[src/rtl/expr_resp_pkg.sv]
// Shared types and signature arithmetic for the expression response compactor.
// The fold/step functions are also used by the upstream golden-model harness.
package expr_resp_pkg;

    localparam int          Y_W_DEF = 90;
    localparam logic [31:0] SEED    = 32'hFFFF_FFFF;
    localparam logic [31:0] POLY    = 32'h04C1_1DB7;

    typedef enum logic [1:0] {
        IDLE  = 2'd0,
        RUN   = 2'd1,
        CHECK = 2'd2,
        DONE  = 2'd3
    } state_t;

    // Collapse the 90-bit result vector onto 32 bits; the top slice is zero-extended.
    function automatic logic [31:0] fold(input logic [Y_W_DEF-1:0] y);
        return y[31:0] ^ y[63:32] ^ {6'b000000, y[89:64]};
    endfunction

    // One MISR clock: shift with feedback through POLY, then inject the folded vector.
    function automatic logic [31:0] step(input logic [31:0] s, input logic [31:0] f);
        logic [31:0] t;
        t = {s[30:0], 1'b0} ^ (s[31] ? POLY : 32'h0000_0000);
        return t ^ f;
    endfunction

endpackage

[src/rtl/expr_misr_step.sv]
// Combinational MISR update: fold the result vector, then advance the signature one step.
module expr_misr_step
    import expr_resp_pkg::*;
#(
    parameter int Y_W = Y_W_DEF
) (
    input  logic [31:0]    sig_in,
    input  logic [Y_W-1:0] y,
    output logic [31:0]    sig_out
);

    assign sig_out = step(sig_in, fold(y));

endmodule

[src/rtl/expr_resp_misr.sv]
// Response compactor: folds accepted result vectors into a MISR signature and,
// after the programmed count, compares it against the expected signature.
module expr_resp_misr
    import expr_resp_pkg::*;
#(
    parameter int Y_W   = Y_W_DEF,
    parameter int SIG_W = 32,
    parameter int CNT_W = 16
) (
    input  logic             clk,
    input  logic             rst_n,
    input  logic             start,
    input  logic [CNT_W-1:0] num_vec,
    input  logic [SIG_W-1:0] exp_sig,
    input  logic             in_valid,
    output logic             in_ready,
    input  logic [Y_W-1:0]   in_y,
    output logic             busy,
    output logic             done,
    output logic             pass,
    output logic [SIG_W-1:0] sig,
    output logic [CNT_W-1:0] vec_cnt
);

    state_t           state_r, state_nxt_s;
    logic [SIG_W-1:0] sig_r, sig_nxt_s, step_sig_s;
    logic [CNT_W-1:0] vec_cnt_r, vec_cnt_nxt_s;
    logic [CNT_W-1:0] num_vec_r, num_vec_nxt_s;
    logic [SIG_W-1:0] exp_sig_r, exp_sig_nxt_s;
    logic             pass_r, pass_nxt_s;
    logic             in_ready_s;

    expr_misr_step #(.Y_W(Y_W)) u_step (
        .sig_in  (sig_r),
        .y       (in_y),
        .sig_out (step_sig_s)
    );

    // Next-state and datapath update; in_ready depends on state alone.
    always_comb begin
        state_nxt_s   = state_r;
        sig_nxt_s     = sig_r;
        vec_cnt_nxt_s = vec_cnt_r;
        num_vec_nxt_s = num_vec_r;
        exp_sig_nxt_s = exp_sig_r;
        pass_nxt_s    = pass_r;
        in_ready_s    = 1'b0;
        case (state_r)
            IDLE, DONE: begin
                if (start) begin
                    num_vec_nxt_s = num_vec;
                    exp_sig_nxt_s = exp_sig;
                    sig_nxt_s     = SEED;
                    vec_cnt_nxt_s = '0;
                    pass_nxt_s    = 1'b0;
                    state_nxt_s   = (num_vec != '0) ? RUN : CHECK;
                end else begin
                    state_nxt_s   = state_r;
                end
            end
            RUN: begin
                in_ready_s = 1'b1;
                if (in_valid) begin
                    sig_nxt_s     = step_sig_s;
                    vec_cnt_nxt_s = vec_cnt_r + CNT_W'(1);
                    if ((vec_cnt_r + CNT_W'(1)) == num_vec_r) begin
                        state_nxt_s = CHECK;
                    end else begin
                        state_nxt_s = RUN;
                    end
                end else begin
                    state_nxt_s = RUN;
                end
            end
            CHECK: begin
                pass_nxt_s  = (sig_r == exp_sig_r);
                state_nxt_s = DONE;
            end
            default: begin
                state_nxt_s = IDLE;
            end
        endcase
    end

    // State register.
    always_ff @(posedge clk or negedge rst_n) begin
        if (!rst_n) begin
            state_r <= IDLE;
        end else begin
            state_r <= state_nxt_s;
        end
    end

    // Signature, counter, latched run parameters and verdict.
    always_ff @(posedge clk or negedge rst_n) begin
        if (!rst_n) begin
            sig_r     <= SEED;
            vec_cnt_r <= '0;
            num_vec_r <= '0;
            exp_sig_r <= '0;
            pass_r    <= 1'b0;
        end else begin
            sig_r     <= sig_nxt_s;
            vec_cnt_r <= vec_cnt_nxt_s;
            num_vec_r <= num_vec_nxt_s;
            exp_sig_r <= exp_sig_nxt_s;
            pass_r    <= pass_nxt_s;
        end
    end

    assign in_ready = in_ready_s;
    assign busy     = (state_r == RUN) || (state_r == CHECK);
    assign done     = (state_r == DONE);
    assign pass     = pass_r;
    assign sig      = sig_r;
    assign vec_cnt  = vec_cnt_r;

endmodule
[config.mk]
export PLATFORM = sky130hd
export DESIGN_NAME = expr_resp_misr
export DESIGN_NICKNAME = d
export VERILOG_FILES = /design/src/rtl/expr_resp_pkg.sv /design/src/rtl/expr_misr_step.sv /design/src/rtl/expr_resp_misr.sv
export SDC_FILE = /design/constraint.sdc
export NUM_CORES = 1
export LEC_CHECK = 0
export BUFFER_PORTS_ARGS = -buffer_cell sky130_fd_sc_hd__buf_4
export CAP_MARGIN = 20
export CELL_PAD_IN_SITES_DETAIL_PLACEMENT = 0
export CELL_PAD_IN_SITES_GLOBAL_PLACEMENT = 2
export CORE_MARGIN = 1
export CORE_UTILIZATION = 28
export DETAILED_ROUTE_END_ITERATION = 8
export GPL_ROUTABILITY_DRIVEN = 0
export PLACE_DENSITY = 0.81
export SYNTH_ARGS = -nofsm -noshare
export SYNTH_HDL_FRONTEND = slang
export SYNTH_SLANG_ARGS = --single-unit
[constraint.sdc]
create_clock -name clk -period 2.21 [get_ports clk]
set_clock_uncertainty 0.15 [all_clocks]
set_input_delay 0.442 -clock clk [delete_from_list [all_inputs] [get_ports clk]]
set_output_delay 0.442 -clock clk [all_outputs]
set_load 0.01 [all_outputs]
### After elaboration in Yosys (flattened, before gate mapping)

Cells that the tools add are included.

| word-level totals | value |
|---|---|
| register bits | 99 |
| input port bits | 142 |
| output and inout port bits | 52 |
| logic and storage cells | 42 |

| cells by class | value |
|---|---|
| $add $sub $neg | 1 |
| equality and inequality tests | 7 |
| multiplexer cells | 15 |
| bitwise logic cells | 4 |
| reduce and logical (&&, ||, !) cells | 9 |

Operator list:

| kind | number |
|---|---|
| $xor A32 B32 Y32 | 3 |
| $mux W32 | 2 |
| $pmux W32 S2 | 1 |
| $eq A32 B32 Y1 | 1 |
| $mux W16 | 2 |
| $pmux W16 S2 | 1 |
| $xor A32 B26 Y32 | 1 |
| $mux W27 | 1 |
| $add A16 B1 Y16 const B | 1 |
| $eq A16 B16 Y1 | 1 |
| $reduce_bool A16 Y1 | 1 |
| $mux W2 | 4 |
| $pmux W2 S3 | 1 |
| $eq A2 B2 Y1 const B | 2 |
| $ne A2 B2 Y1 const B | 2 |
| $reduce_and A2 Y1 | 2 |
| $reduce_bool A2 Y1 | 2 |
| $reduce_and A3 Y1 | 1 |
| $eq A2 B1 Y1 const B | 1 |
| $logic_not A2 Y1 | 1 |
| $mux W1 | 2 |
| $pmux W1 S2 | 1 |
| $reduce_or A2 Y1 | 1 |
| $logic_or A1 B1 Y1 | 1 |

### Longest topological paths before layout

| logic depth | value |
|---|---|
| depth in word-level cells | 5 |
| gate-level depth with buffers | 10 |
| mapped depth without buffers | 8 |

### Cells and area by module

A second synthesis with hierarchy kept.

| unflattened totals | value |
|---|---|
| cells, all modules | 496 |
| area total of the unflattened synthesis | 5801.8 um^2 |

Modules (own cells, without submodules):

| module | times used | cells an instance | area an instance (um^2) | sequential area each (um^2) |
|---|---|---|---|---|
| expr_resp_misr | 1 | 404 | 4813.4 | 2517.4 |
| expr_misr_step | 1 | 92 | 988.4 | 0.0 |

### Worst setup path after synthesis

No wires, ideal clock.

| timing path | value |
|---|---|
| path type | register -> register |
| from | reg vec_cnt_r[0] (netlist: vec_cnt[0]) |
| to | reg state_r[0] |
| library setup time | 135 ps |
| arrival | 1955 ps |
| required time | 1925 ps |
| slack | -29 ps |
| cell stages (with the launch flop) | 8 |
| path buffers | 0 |
| clock period less this slack | 2239 ps |
| cells stage by stage | dfrtp_1 ha_1 nand3_2 nor4_4 mux2i_1 o2111ai_1 nor4_2 o211ai_1 |

| between the ends | value |
|---|---|
| cells in the longest elaborated chain, start to end | 5 |

RTL lines:

| element | RTL line | text |
|---|---|---|
| from (decl) | expr_resp_misr.sv:27 | `logic [CNT_W-1:0] vec_cnt_r, vec_cnt_nxt_s;` |
| from (signal assigned) | expr_resp_misr.sv:104 | `vec_cnt_r <= vec_cnt_nxt_s;` |
| $add A16 B1 Y16 | expr_resp_misr.sv:66 | `if ((vec_cnt_r + CNT_W'(1)) == num_vec_r) begin` |
| $eq A16 B16 Y1 | expr_resp_misr.sv:66 |  |
| $mux W2 | expr_resp_misr.sv:66 |  |
| $mux W2 | expr_resp_misr.sv:63 | `if (in_valid) begin` |
| $pmux W2 S3 | expr_resp_misr.sv:48 | `case (state_r)` |
| to (signal assigned) | expr_resp_misr.sv:90 | `state_r <= state_nxt_s;` |
| to (decl) | expr_resp_misr.sv:25 | `state_t state_r, state_nxt_s;` |

Every way passes these cells.
A chain may end at the register's enable or synchronous reset.

### Worst setup path in the final report

| timing path | value |
|---|---|
| from | reg vec_cnt_r[0] (netlist: vec_cnt[0]) |
| to | reg state_r[1] |

The elaborated chain is that of the path after synthesis.

==> run summary <==
The run finished with clean final reports. The overall overflow remaining after global route came out at 0. The cell occurring most often along the worst timing path is o22ai_1. The worst path buffer plus inverter count came out at 1. The die height is around 150 um. The pin slew with the least headroom to its limit is around 0.45 ns. The ratio of routed vias to standard cells is around 4.6.

The data arrival at the endpoint of the critical path is between 2 and 2.5 ns. The via count of the first global-routing pass came out at slightly above 5,000. The number of maximum-capacitance constraint violations came out at 0.

The final hold violation count is 0. The final critical path takes up 95.07% of the cycle. The later pin in the worst-skew pair is clocked with a latency of between 0.3 and 0.4 ns. The area growth from synthesis to layout came out at 42.99%. By count the netlist is led by xnor2_1, xor2_1, dfrtp_1, mux2_2, nor2_1. The die width is ~150 um. The number of nets with antenna violations after routing is 0. The number of clock sinks seen by CTS came out at roughly 100. Traced cell by cell, the critical path runs through ha_2, and3_2, buf_4, xnor2_1, o22ai_1, o22ai_1, nor4_4, a31o_1. The maximum number of pins on one net before global-route repair came out at 36.

The via count came out at ~4,800. The post-synthesis register bit count is 99. The tree is rooted in a clkbuf_16. The sequential cell area is between 2000 and 3000 um^2. The unique cell type count in the Yosys netlist came out at 50.

STA classifies the critical path startpoint as a flop. The standard-cell row count came out at 52. The synthesized instance count is 546.

The residual DRC count is 0. The critical-path maximum fanout is 4. For this design the ratio of total power to cell area is 1218 nW/um^2. The sum of internal, switching and leakage power is 10.13 mW.

The quantity of I/O buffers inserted on ports came out at about 190. The fill cell total of the finished layout came out at 1,984. At the end of the flow, the number of nets in the layout was 914. STA classifies the critical path endpoint as a flop.

For this design the top-level I/O count stands at between 150 and 200. The floorplan step defined a core boundary enclosing between 20,000 and 25,000 um^2. The logic depth of the worst setup path including buffers is 8. The first global-routing pass estimated around 28 mm of wire. The number of instances on the worst hold path came out at 2. The utilization after layout is between 40% and 50%. The classification of the worst setup path is flop to flop. The mean instance size in the synthesized netlist is 10.65 um^2.

Of the post-synthesis cell area, the dominant cell type holds roughly 29%. The clock period minus worst slack came out at around 2.1 ns. The floorplan die area came out at approximately 21,000 um^2. Setup repair after global routing could not meet its margin everywhere. The number of search-and-repair iterations in the first detailed-routing pass came out at 5. The initial DRC count came out at 188. The multi-input combinational cell area came out at 3303 um^2. The highest ir drop seen on vdd is approximately 0.43 mV. The fraction of final layout cells sized beyond drive strength 1 is between 40 and 50%.

At the worst endpoint, the required time is around 2.4 ns. The post-synthesis net count came out at 692. The highest clock frequency the design can meet came out at 0.4759 GHz. The TritonCTS clock tree is yes. Setup violations remaining at the end of the flow were counted as 0. The total routing usage reported by global routing came out at about 17%. For the worst flop-to-flop path, the logic depth is 8.

The most instantiated library cell after synthesis is xnor2_1. After synthesis, the cell types taking the most area are dfrtp_1, dfstp_2, xnor2_1, xor2_1, mux2_2. The share of flip-flops with an asynchronous set or reset after synthesis is 100.0%. The maximum number of buffers from clock root to sink is 2. The number of antenna violations at the first check in global routing was 0.

The max-slew violation total from the final report came to 0. The worst relative slew slack is between 60 and 70%. The slowest stage of the critical path is the dfrtp_2 cell. The standby leakage power came out at about 3.6 nW. The clock slew at the register clock pins of the worst setup and hold paths is about 0.07 ns. The number of synthesized flops with an enable pin came out at 0. For this block, the routed nets add up to around 18 mm of wire.

The average wire per standard cell came out at ~17 um. The starting density of the core is about 29%. The total standard cell area after synthesis is roughly 5800 um^2. The worst stage delay on the critical path is around 0.41 ns. The detailed placement HPWL came out at between 10 and 15 mm. The H-tree was split into 3 levels. In the final timing run, aggregate negative setup slack is 0 ns. The share of synthesized area occupied by flip-flops and latches is between 40% and 50%. The type of the most critical hold path is primary input to flop. The Yosys step of the flow raised 0 warnings. dfrtp_1 takes more of the synthesized area than any other cell. The leading register cell type out of synthesis is dfrtp_1.

The number of clock buffers added by TritonCTS is 9. The kind of cell with the highest combined delay on the critical path is simple AND/OR/NAND/NOR gates. The antenna diode count came out at 0.
## layout by cell type (no fill, tap or decap), types with 6 or more instances in the layout
cell       count
dfstp_2       32
o21ai_0       17
clkbuf_16      9
xnor2_1       76
a21oi_1       36
mux2_2        48
dfrtp_2        9
nor2_1        47
xor2_1        75
dfrtp_1       58
nand4_1        7
nand2_1       28
buf_4        227
nand3_1        8
nor4_1         8
o31ai_1        6
## layout make-up
type / count / area share (%)
sequential: 99 / 30.41
timing repair buffer: 235 / 21.98
clock inverter: 7 / 0.9329
tap: 270 / 4.063
inverter: 4 / 0.1806
clock buffer: 9 / 2.708
multi-input combinational: 419 / 39.72
## layer usage
metal,vias up,routed length [um],track usage (%)
met5,-,0,0
met4,0,217,4.115
met3,17,1102,3.313
met2,184,9188,29.93
met1,2315,7380,21.33
li1,2314,-,-
## report_power, final
group / internal, mW / switching, mW / leakage, nW
clock network: 0.887 / 0.732 / 0.146
logic: 2.61 / 2.37 / 2.31
registers: 2.75 / 0.777 / 1.15
## worst register-to-register path, cell delays in order, from the launching register on
cell     delay [ns]
dfrtp_2        0.41
ha_2           0.20
and3_2         0.21
buf_4          0.16
xnor2_1        0.12
o22ai_1        0.12
o22ai_1        0.14
nor4_4         0.33
a31o_1         0.19
## cell families after synthesis
group,Yosys count,synth area share (%)
xor gates and xnor gates,156,23.49
and+or+nand+nor,130,12.33
DFF,99,43.29
AOI/OAI and AO/OA,78,7.810
muxes,51,9.811
buffers and inverters,28,2.410
adders and majority gates,4,0.8606
## what timing repair did
| item | CTS | global route |
|---|---|---|
| hold buffers | 1 | 0 |
| setup buffers | 0 | 11 |
| pin swaps | 1 | 9 |
| resized for setup | 5 | 27 |
| endpoints found under the hold margin | 26 | 0 |
| endpoints found under the setup margin | 2 | 3 |
## final timing paths
kind	to	from	slack, ns
setup / recovery	state_r[1]	vec_cnt[0]	0.11
hold / removal	exp_sig_r[4]	exp_sig[4]	0.17
setup reg to reg	state_r[1]	vec_cnt[0]	0.11
hold reg to reg	pass	pass	0.36
max in group asynchronous	sig[28]	rst_n	0.79
min in group asynchronous	num_vec_r[10]	rst_n	0.43
## stage by stage
step | hold WS, ns | std cells | cell area (um^2) | setup WS, ns
4_1_cts | 0.1593 | 1032 | 8107 | 0.002668
3_5_place_dp | 0.2697 | 1015 | 7769 | -0.08234
3_3_place_gp | 0.2522 | 1015 | 7769 | 0.005624
2_1_floorplan | -0.003591 | 546 | 5817 | 0.01714
5_1_grt | 0.1650 | 1043 | 8315 | -0.01224
6_report | 0.1703 | 1043 | 8315 | 0.1089
## sequential cells by signal (all words and copies together) (netlist names)
| register | count |
|---|---|
| vec_cnt | 16 |
| exp_sig_r | 32 |
| num_vec_r | 16 |
| sig | 32 |
| state_r | 2 |
| pass | 1 |
Power figures use the tool's default switching activity.
